**src/rtl/card_turn_controller.sv**
```systemverilog
// One player turn of the memory game: cursor movement, two card flips, a face-up hold,
// then the pair is marked matched or hidden again. Sole writer of the card array during play.
module card_turn_controller #(
    parameter int N_CARDS     = 16,
    parameter int SHOW_CYCLES = 50_000_000
) (
    input  logic                         clk,
    input  logic                         rst,
    input  logic                         enable,
    input  logic                         izq,
    input  logic                         der,
    input  logic                         sel,
    input  logic                         timeout,
    input  logic [N_CARDS-1:0][4:0]      arr_in,
    output logic                         wr_en,
    output logic [$clog2(N_CARDS)-1:0]   wr_idx,
    output logic [4:0]                   wr_data,
    output logic [$clog2(N_CARDS)-1:0]   cursor,
    output logic [1:0]                   cartas_sel,
    output logic                         se_eligio,
    output logic                         match,
    output logic                         turn_done,
    output logic                         reset_timer
);

    localparam int IDX_W = $clog2(N_CARDS);
    localparam int CNT_W = $clog2(SHOW_CYCLES + 1);
    localparam logic [IDX_W-1:0] LAST_IDX = IDX_W'(N_CARDS - 1);
    localparam logic [CNT_W-1:0] CNT_LAST = CNT_W'(SHOW_CYCLES - 1);

    localparam logic [1:0] ST_HIDDEN  = 2'b00;
    localparam logic [1:0] ST_SHOWN   = 2'b01;
    localparam logic [1:0] ST_MATCHED = 2'b10;

    typedef enum logic [2:0] {
        S_IDLE, S_WAIT_FIRST, S_WAIT_SECOND, S_SHOW, S_RES1, S_RES2, S_HIDE1, S_DONE
    } state_t;

    state_t             state_q, state_d;
    logic [IDX_W-1:0]   cursor_q, cursor_d;
    logic [1:0]         cartas_sel_q, cartas_sel_d;
    logic [IDX_W-1:0]   idx1_q, idx1_d, idx2_q, idx2_d;
    logic [2:0]         sym1_q, sym1_d, sym2_q, sym2_d;
    logic               matched_q, matched_d;
    logic [CNT_W-1:0]   cnt_q, cnt_d;
    logic [2:0]         btn_q, btn_d;
    logic               wr_en_q, wr_en_d;
    logic [IDX_W-1:0]   wr_idx_q, wr_idx_d;
    logic [4:0]         wr_data_q, wr_data_d;
    logic               se_eligio_q, se_eligio_d;
    logic               match_q, match_d;
    logic               turn_done_q, turn_done_d;
    logic               reset_timer_q, reset_timer_d;

    logic               izq_edge, der_edge, sel_edge, move_ok, cur_hidden, pair_eq;
    logic [2:0]         cur_sym;
    logic [IDX_W-1:0]   cursor_step;

    always_comb begin
        btn_d      = {izq, der, sel};
        izq_edge   = izq & ~btn_q[2];
        der_edge   = der & ~btn_q[1];
        sel_edge   = sel & ~btn_q[0];
        // A select press claims the cycle; opposing presses cancel each other.
        move_ok    = !sel_edge && (izq_edge ^ der_edge);
        cur_hidden = (arr_in[cursor_q][4:3] == ST_HIDDEN);
        cur_sym    = arr_in[cursor_q][2:0];
        pair_eq    = (sym1_q == sym2_q);
        if (der_edge) cursor_step = (cursor_q == LAST_IDX) ? '0 : cursor_q + 1'b1;
        else          cursor_step = (cursor_q == '0) ? LAST_IDX : cursor_q - 1'b1;

        // NOTE: every target gets a default here, so no path through the case can infer a latch.
        state_d       = state_q;
        cursor_d      = cursor_q;
        cartas_sel_d  = cartas_sel_q;
        idx1_d        = idx1_q;
        idx2_d        = idx2_q;
        sym1_d        = sym1_q;
        sym2_d        = sym2_q;
        matched_d     = matched_q;
        cnt_d         = cnt_q;
        wr_idx_d      = wr_idx_q;
        wr_data_d     = wr_data_q;
        wr_en_d       = 1'b0;
        se_eligio_d   = 1'b0;
        match_d       = 1'b0;
        turn_done_d   = 1'b0;
        reset_timer_d = 1'b0;

        case (state_q)
            S_IDLE: begin
                if (enable) begin
                    state_d       = S_WAIT_FIRST;
                    reset_timer_d = 1'b1;
                    cartas_sel_d  = 2'd0;
                    matched_d     = 1'b0;
                end
            end
            S_WAIT_FIRST: begin
                if (timeout) begin
                    state_d = S_DONE;
                end else if (sel_edge && cur_hidden) begin
                    wr_en_d      = 1'b1;
                    wr_idx_d     = cursor_q;
                    wr_data_d    = {ST_SHOWN, cur_sym};
                    idx1_d       = cursor_q;
                    sym1_d       = cur_sym;
                    cartas_sel_d = 2'd1;
                    se_eligio_d  = 1'b1;
                    state_d      = S_WAIT_SECOND;
                end else if (move_ok) begin
                    cursor_d = cursor_step;
                end
            end
            S_WAIT_SECOND: begin
                // idx1 is compared explicitly: arr_in may not yet show the first flip.
                if (timeout) begin
                    state_d = S_HIDE1;
                end else if (sel_edge && cur_hidden && (cursor_q != idx1_q)) begin
                    wr_en_d      = 1'b1;
                    wr_idx_d     = cursor_q;
                    wr_data_d    = {ST_SHOWN, cur_sym};
                    idx2_d       = cursor_q;
                    sym2_d       = cur_sym;
                    cartas_sel_d = 2'd2;
                    se_eligio_d  = 1'b1;
                    cnt_d        = '0;
                    state_d      = S_SHOW;
                end else if (move_ok) begin
                    cursor_d = cursor_step;
                end
            end
            S_SHOW: begin
                if (cnt_q == CNT_LAST) state_d = S_RES1;
                else                   cnt_d   = cnt_q + 1'b1;
            end
            S_RES1: begin
                wr_en_d   = 1'b1;
                wr_idx_d  = idx1_q;
                wr_data_d = {pair_eq ? ST_MATCHED : ST_HIDDEN, sym1_q};
                matched_d = pair_eq;
                state_d   = S_RES2;
            end
            S_RES2: begin
                wr_en_d   = 1'b1;
                wr_idx_d  = idx2_q;
                wr_data_d = {pair_eq ? ST_MATCHED : ST_HIDDEN, sym2_q};
                state_d   = S_DONE;
            end
            S_HIDE1: begin
                wr_en_d   = 1'b1;
                wr_idx_d  = idx1_q;
                wr_data_d = {ST_HIDDEN, sym1_q};
                state_d   = S_DONE;
            end
            S_DONE: begin
                turn_done_d   = 1'b1;
                match_d       = matched_q;
                matched_d     = 1'b0;
                cartas_sel_d  = 2'd0;
                reset_timer_d = 1'b1;
                state_d       = S_WAIT_FIRST;
            end
            default: state_d = S_IDLE;
        endcase

        // Leaving game-play abandons the turn, including any write about to issue.
        if (!enable) begin
            state_d       = S_IDLE;
            cartas_sel_d  = 2'd0;
            matched_d     = 1'b0;
            wr_en_d       = 1'b0;
            se_eligio_d   = 1'b0;
            match_d       = 1'b0;
            turn_done_d   = 1'b0;
            reset_timer_d = 1'b0;
        end
    end

    // NOTE: non-blocking assignments so every flop samples the pre-edge values of the others.
    always_ff @(posedge clk) begin
        if (rst) begin
            state_q       <= S_IDLE;
            cursor_q      <= '0;
            cartas_sel_q  <= 2'd0;
            idx1_q        <= '0;
            idx2_q        <= '0;
            sym1_q        <= 3'd0;
            sym2_q        <= 3'd0;
            matched_q     <= 1'b0;
            cnt_q         <= '0;
            btn_q         <= 3'b000;
            wr_en_q       <= 1'b0;
            wr_idx_q      <= '0;
            wr_data_q     <= 5'd0;
            se_eligio_q   <= 1'b0;
            match_q       <= 1'b0;
            turn_done_q   <= 1'b0;
            reset_timer_q <= 1'b0;
        end else begin
            state_q       <= state_d;
            cursor_q      <= cursor_d;
            cartas_sel_q  <= cartas_sel_d;
            idx1_q        <= idx1_d;
            idx2_q        <= idx2_d;
            sym1_q        <= sym1_d;
            sym2_q        <= sym2_d;
            matched_q     <= matched_d;
            cnt_q         <= cnt_d;
            btn_q         <= btn_d;
            wr_en_q       <= wr_en_d;
            wr_idx_q      <= wr_idx_d;
            wr_data_q     <= wr_data_d;
            se_eligio_q   <= se_eligio_d;
            match_q       <= match_d;
            turn_done_q   <= turn_done_d;
            reset_timer_q <= reset_timer_d;
        end
    end

    assign wr_en       = wr_en_q;
    assign wr_idx      = wr_idx_q;
    assign wr_data     = wr_data_q;
    assign cursor      = cursor_q;
    assign cartas_sel  = cartas_sel_q;
    assign se_eligio   = se_eligio_q;
    assign match       = match_q;
    assign turn_done   = turn_done_q;
    assign reset_timer = reset_timer_q;

endmodule

```
**config.mk**
```make
export PLATFORM = sky130hd
export DESIGN_NAME = card_turn_controller
export DESIGN_NICKNAME = d
export VERILOG_FILES = /design/src/rtl/card_turn_controller.sv
export SDC_FILE = /design/constraint.sdc
export NUM_CORES = 1
export LEC_CHECK = 0
export ABC_AREA = 1
export CAP_MARGIN = 20
export CORE_MARGIN = 1.5
export CORE_UTILIZATION = 53
export CTS_BUF_LIST = sky130_fd_sc_hd__clkbuf_8
export DETAILED_ROUTE_END_ITERATION = 7
export GPL_TIMING_DRIVEN = 0
export PLACE_DENSITY = 0.85
export SETUP_SLACK_MARGIN = 0.05
export SYNTH_ARGS = -nofsm -noshare
export SYNTH_HDL_FRONTEND = slang
export SYNTH_SLANG_ARGS = --single-unit
```
**constraint.sdc**
```tcl
create_clock -name clk -period 6.2 [get_ports clk]
set_clock_uncertainty 0.1 [all_clocks]
set_input_delay 0.62 -clock clk [delete_from_list [all_inputs] [get_ports clk]]
set_output_delay 0.62 -clock clk [all_outputs]
set_load 0.01 [all_outputs]
```
==> results.tsv <==
metric	value	unit
Avg WL per Cell	14.5	um
Pwr Total	1.11	mW
std cell rows	32	
Setup TNS Final	0	ps
Slew HR	0.445	
area leader, netlist	dfxtp_1	
Pwr per Cell Area	197	nW/um^2
Avg Vias per Cell	5.52	
CTS sink cnt	67	
worst endpoint required time	6380	ps
DR iter-0 viols	417	
sequential fraction of the synthesis area	0.316	
critical path fanouts, max	7	
P_leak	2.26	nW
endpoint class of the critical path	register	
period utilization	0.390	
Ys Warns	0	
cells along the critical path	clkdlybuf4s50_1 -> inv_1 -> nor2_1 -> inv_1 -> o21ai_0 -> inv_1 -> nor4_2 -> nand2_1 -> nand2_1 -> nand2_1 -> nor2_1	
final setup vio count	0	
Post-synth EDFFs	0	
ant diodes	0	
fillers	654	
min-delay worst type	reg -> reg	
die area	8560	sq um
ys async rst share	0	
via count	4943	
vias in the first global route	4718	
FF+latch count, synth	67	
Final min period	2420	ps
detailed placer's ending HPWL	9.78	mm
IO Port Bufs	105	
final hold violation count	0	
Crit Path Class	in -> reg	
register area	1340	sq um
IO Count	107	
Synth Cell Area	4250	sq um
Peak Freq	413	MHz
Worst-Margin Slew	812	ps
first drt pass iteration count	6	
peak supply drop	0.0997	mV
hold_buf cts	0	
area occupied by multi-input gates	2450	sq um
Slew Limit Fails	0	
initial cell density of the core	0.550	
most frequent cells in the layout	nand2_1 (131), nor2_1 (119), clkdlybuf4s50_1 (105)	
Post-Syn Nets	762	
Core ar.	7730	sq um
die width	92.5	um
WL final	13.0	mm
clk slew on worst S/H paths	70	ps
post-CTS setup buffer count	0	
slowest stage cell on the critical path	nor4_2	
commonest non-fill, non-tap cell in the layout	nand2_1	
Top FF cell, synth	dfxtp_1	
Final ANT Viol Nets	0	
total congestion overflow	0	
initial antenna violation count	0	
first-pass GRT wire length	21.5	mm
post-synthesis instance total	672	
gp weighted congestion	1.02	
CTS root buf	clkbuf_8	
Arr. time, crit path	2600	ps
post-synth cell types	42	
mean area per synthesized cell	6.32	sq um
Nets	878	
Tot GR Track Use	0.315	
CTS tree	built	
Post-CTS Resized	0	
CTS buffer count	9	
unrepaired setup endpoints after global routing	false	
crit-path max cell delay	570	ps
Die H	92.5	um
post-synth top area share	0.316	
DRC violations left	0	
layout cells sized above 1	0.0643	
H-tree depth	3	
P&R area growth vs syn	32.3	%
Clock Latency Late Sink	340	ps
status	finished, final reports clean	
# Max-Cap Violations	0	
largest net degree at the start of global routing	12	
Startpoint Class	primary input	
synth top area cells	dfxtp_1 (32%), nand2_1 (12%), nor2_1 (11%)	
clk buf depth	2	
[area by class of cell]
| cell class | instances | area share |
|---|---|---|
| multi-input combinational | 498 | 0.435 |
| sequential | 67 | 0.239 |
| timing repair buffer | 105 | 0.187 |
| inverter | 80 | 0.0539 |
| buffer | 27 | 0.0278 |
| clock buffer | 10 | 0.0245 |
| tap | 102 | 0.0227 |
| clock inverter | 6 | 0.0100 |
[power by group]
part / total, mW / internal (mW) / switching, mW
Combinational: 0.286 / 0.131 / 0.156
Sequential: 0.459 / 0.446 / 0.0124
Clock: 0.364 / 0.193 / 0.171
Total: 1.11 / 0.770 / 0.339
[synthesized netlist by cell type, types with 2 or more instances]
cell type	count
nand3b_1	3
buf_6	5
buf_4	2
nand2_2	4
nand4_1	16
inv_2	2
a21oi_1	39
a211oi_1	3
xnor2_1	5
clkbuf_1	12
nand2_1	131
inv_1	77
nand3_1	46
nor2_2	6
buf_2	7
ha_1	3
nor2_1	119
a22oi_1	12
dfxtp_1	67
o21ai_0	63
a221o_1	4
xor2_1	8
nor4_1	7
nor3_1	13
[flip-flops by register name, indices dropped and copies added, names as in the netlist]
register / cells
se_eligio: 1
sym2_q: 3
turn_done: 1
cnt_q: 26
btn_q: 3
wr_data: 5
state_q: 3
sym1_q: 3
matched_q: 1
idx1_q: 4
wr_idx: 4
match: 1
reset_timer: 1
cartas_sel: 2
wr_en: 1
idx2_q: 4
cursor: 4
[critical path, delay by kind of cell]
kind	cells	cell delay, ps
AND/OR/NAND/NOR	6	1170
buffers and inverters	4	710
AO/OA/AOI/OAI	1	100
[path summary, 6_finish.rpt]
kind                            cells after the start  slack (ps)                   start                     end
worst max-delay path                               11        3780                     der  cursor[0]$_SDFFE_PP0P_
worst min-delay path                                2         350  matched_q$_SDFFE_PP0P_        match$_SDFF_PP0_
worst min register to register                      2         350  matched_q$_SDFFE_PP0P_        match$_SDFF_PP0_
worst max register to register                     13        3800  cursor[0]$_SDFFE_PP0P_    se_eligio$_SDFF_PP0_
[routing by layer]
metal	part of all wire	global-route usage	vias up
li1	-	-	2444
met1	0.42	0.385	2212
met2	0.48	0.543	246
met3	0.077	0.0550	41
met4	0.028	0.128	0
met5	0	0	-
[cell families after synthesis]
group	after synthesis	synth area share
compound gates	128	0.171
xor+xnor	13	0.0268
fa+ha+maj	3	0.00884
buf+inv	107	0.108
flops	67	0.316
simple gates	354	0.369
[stage by stage]
stage / hold WS [ps] / utilization / setup WS (ps) / area [sq um] / std cells
floorplan: 324 / - / 4180 / 4250 / 672
global placement: 333 / 0.702 / 3490 / 5430 / 879
detailed placement: 346 / 0.702 / 3490 / 5430 / 879
CTS: 357 / 0.727 / 3820 / 5620 / 895
global route: 376 / 0.727 / 3490 / 5620 / 895
finish: 354 / 0.727 / 3780 / 5620 / 895
Note: power is estimated with default switching activity, not from simulation.
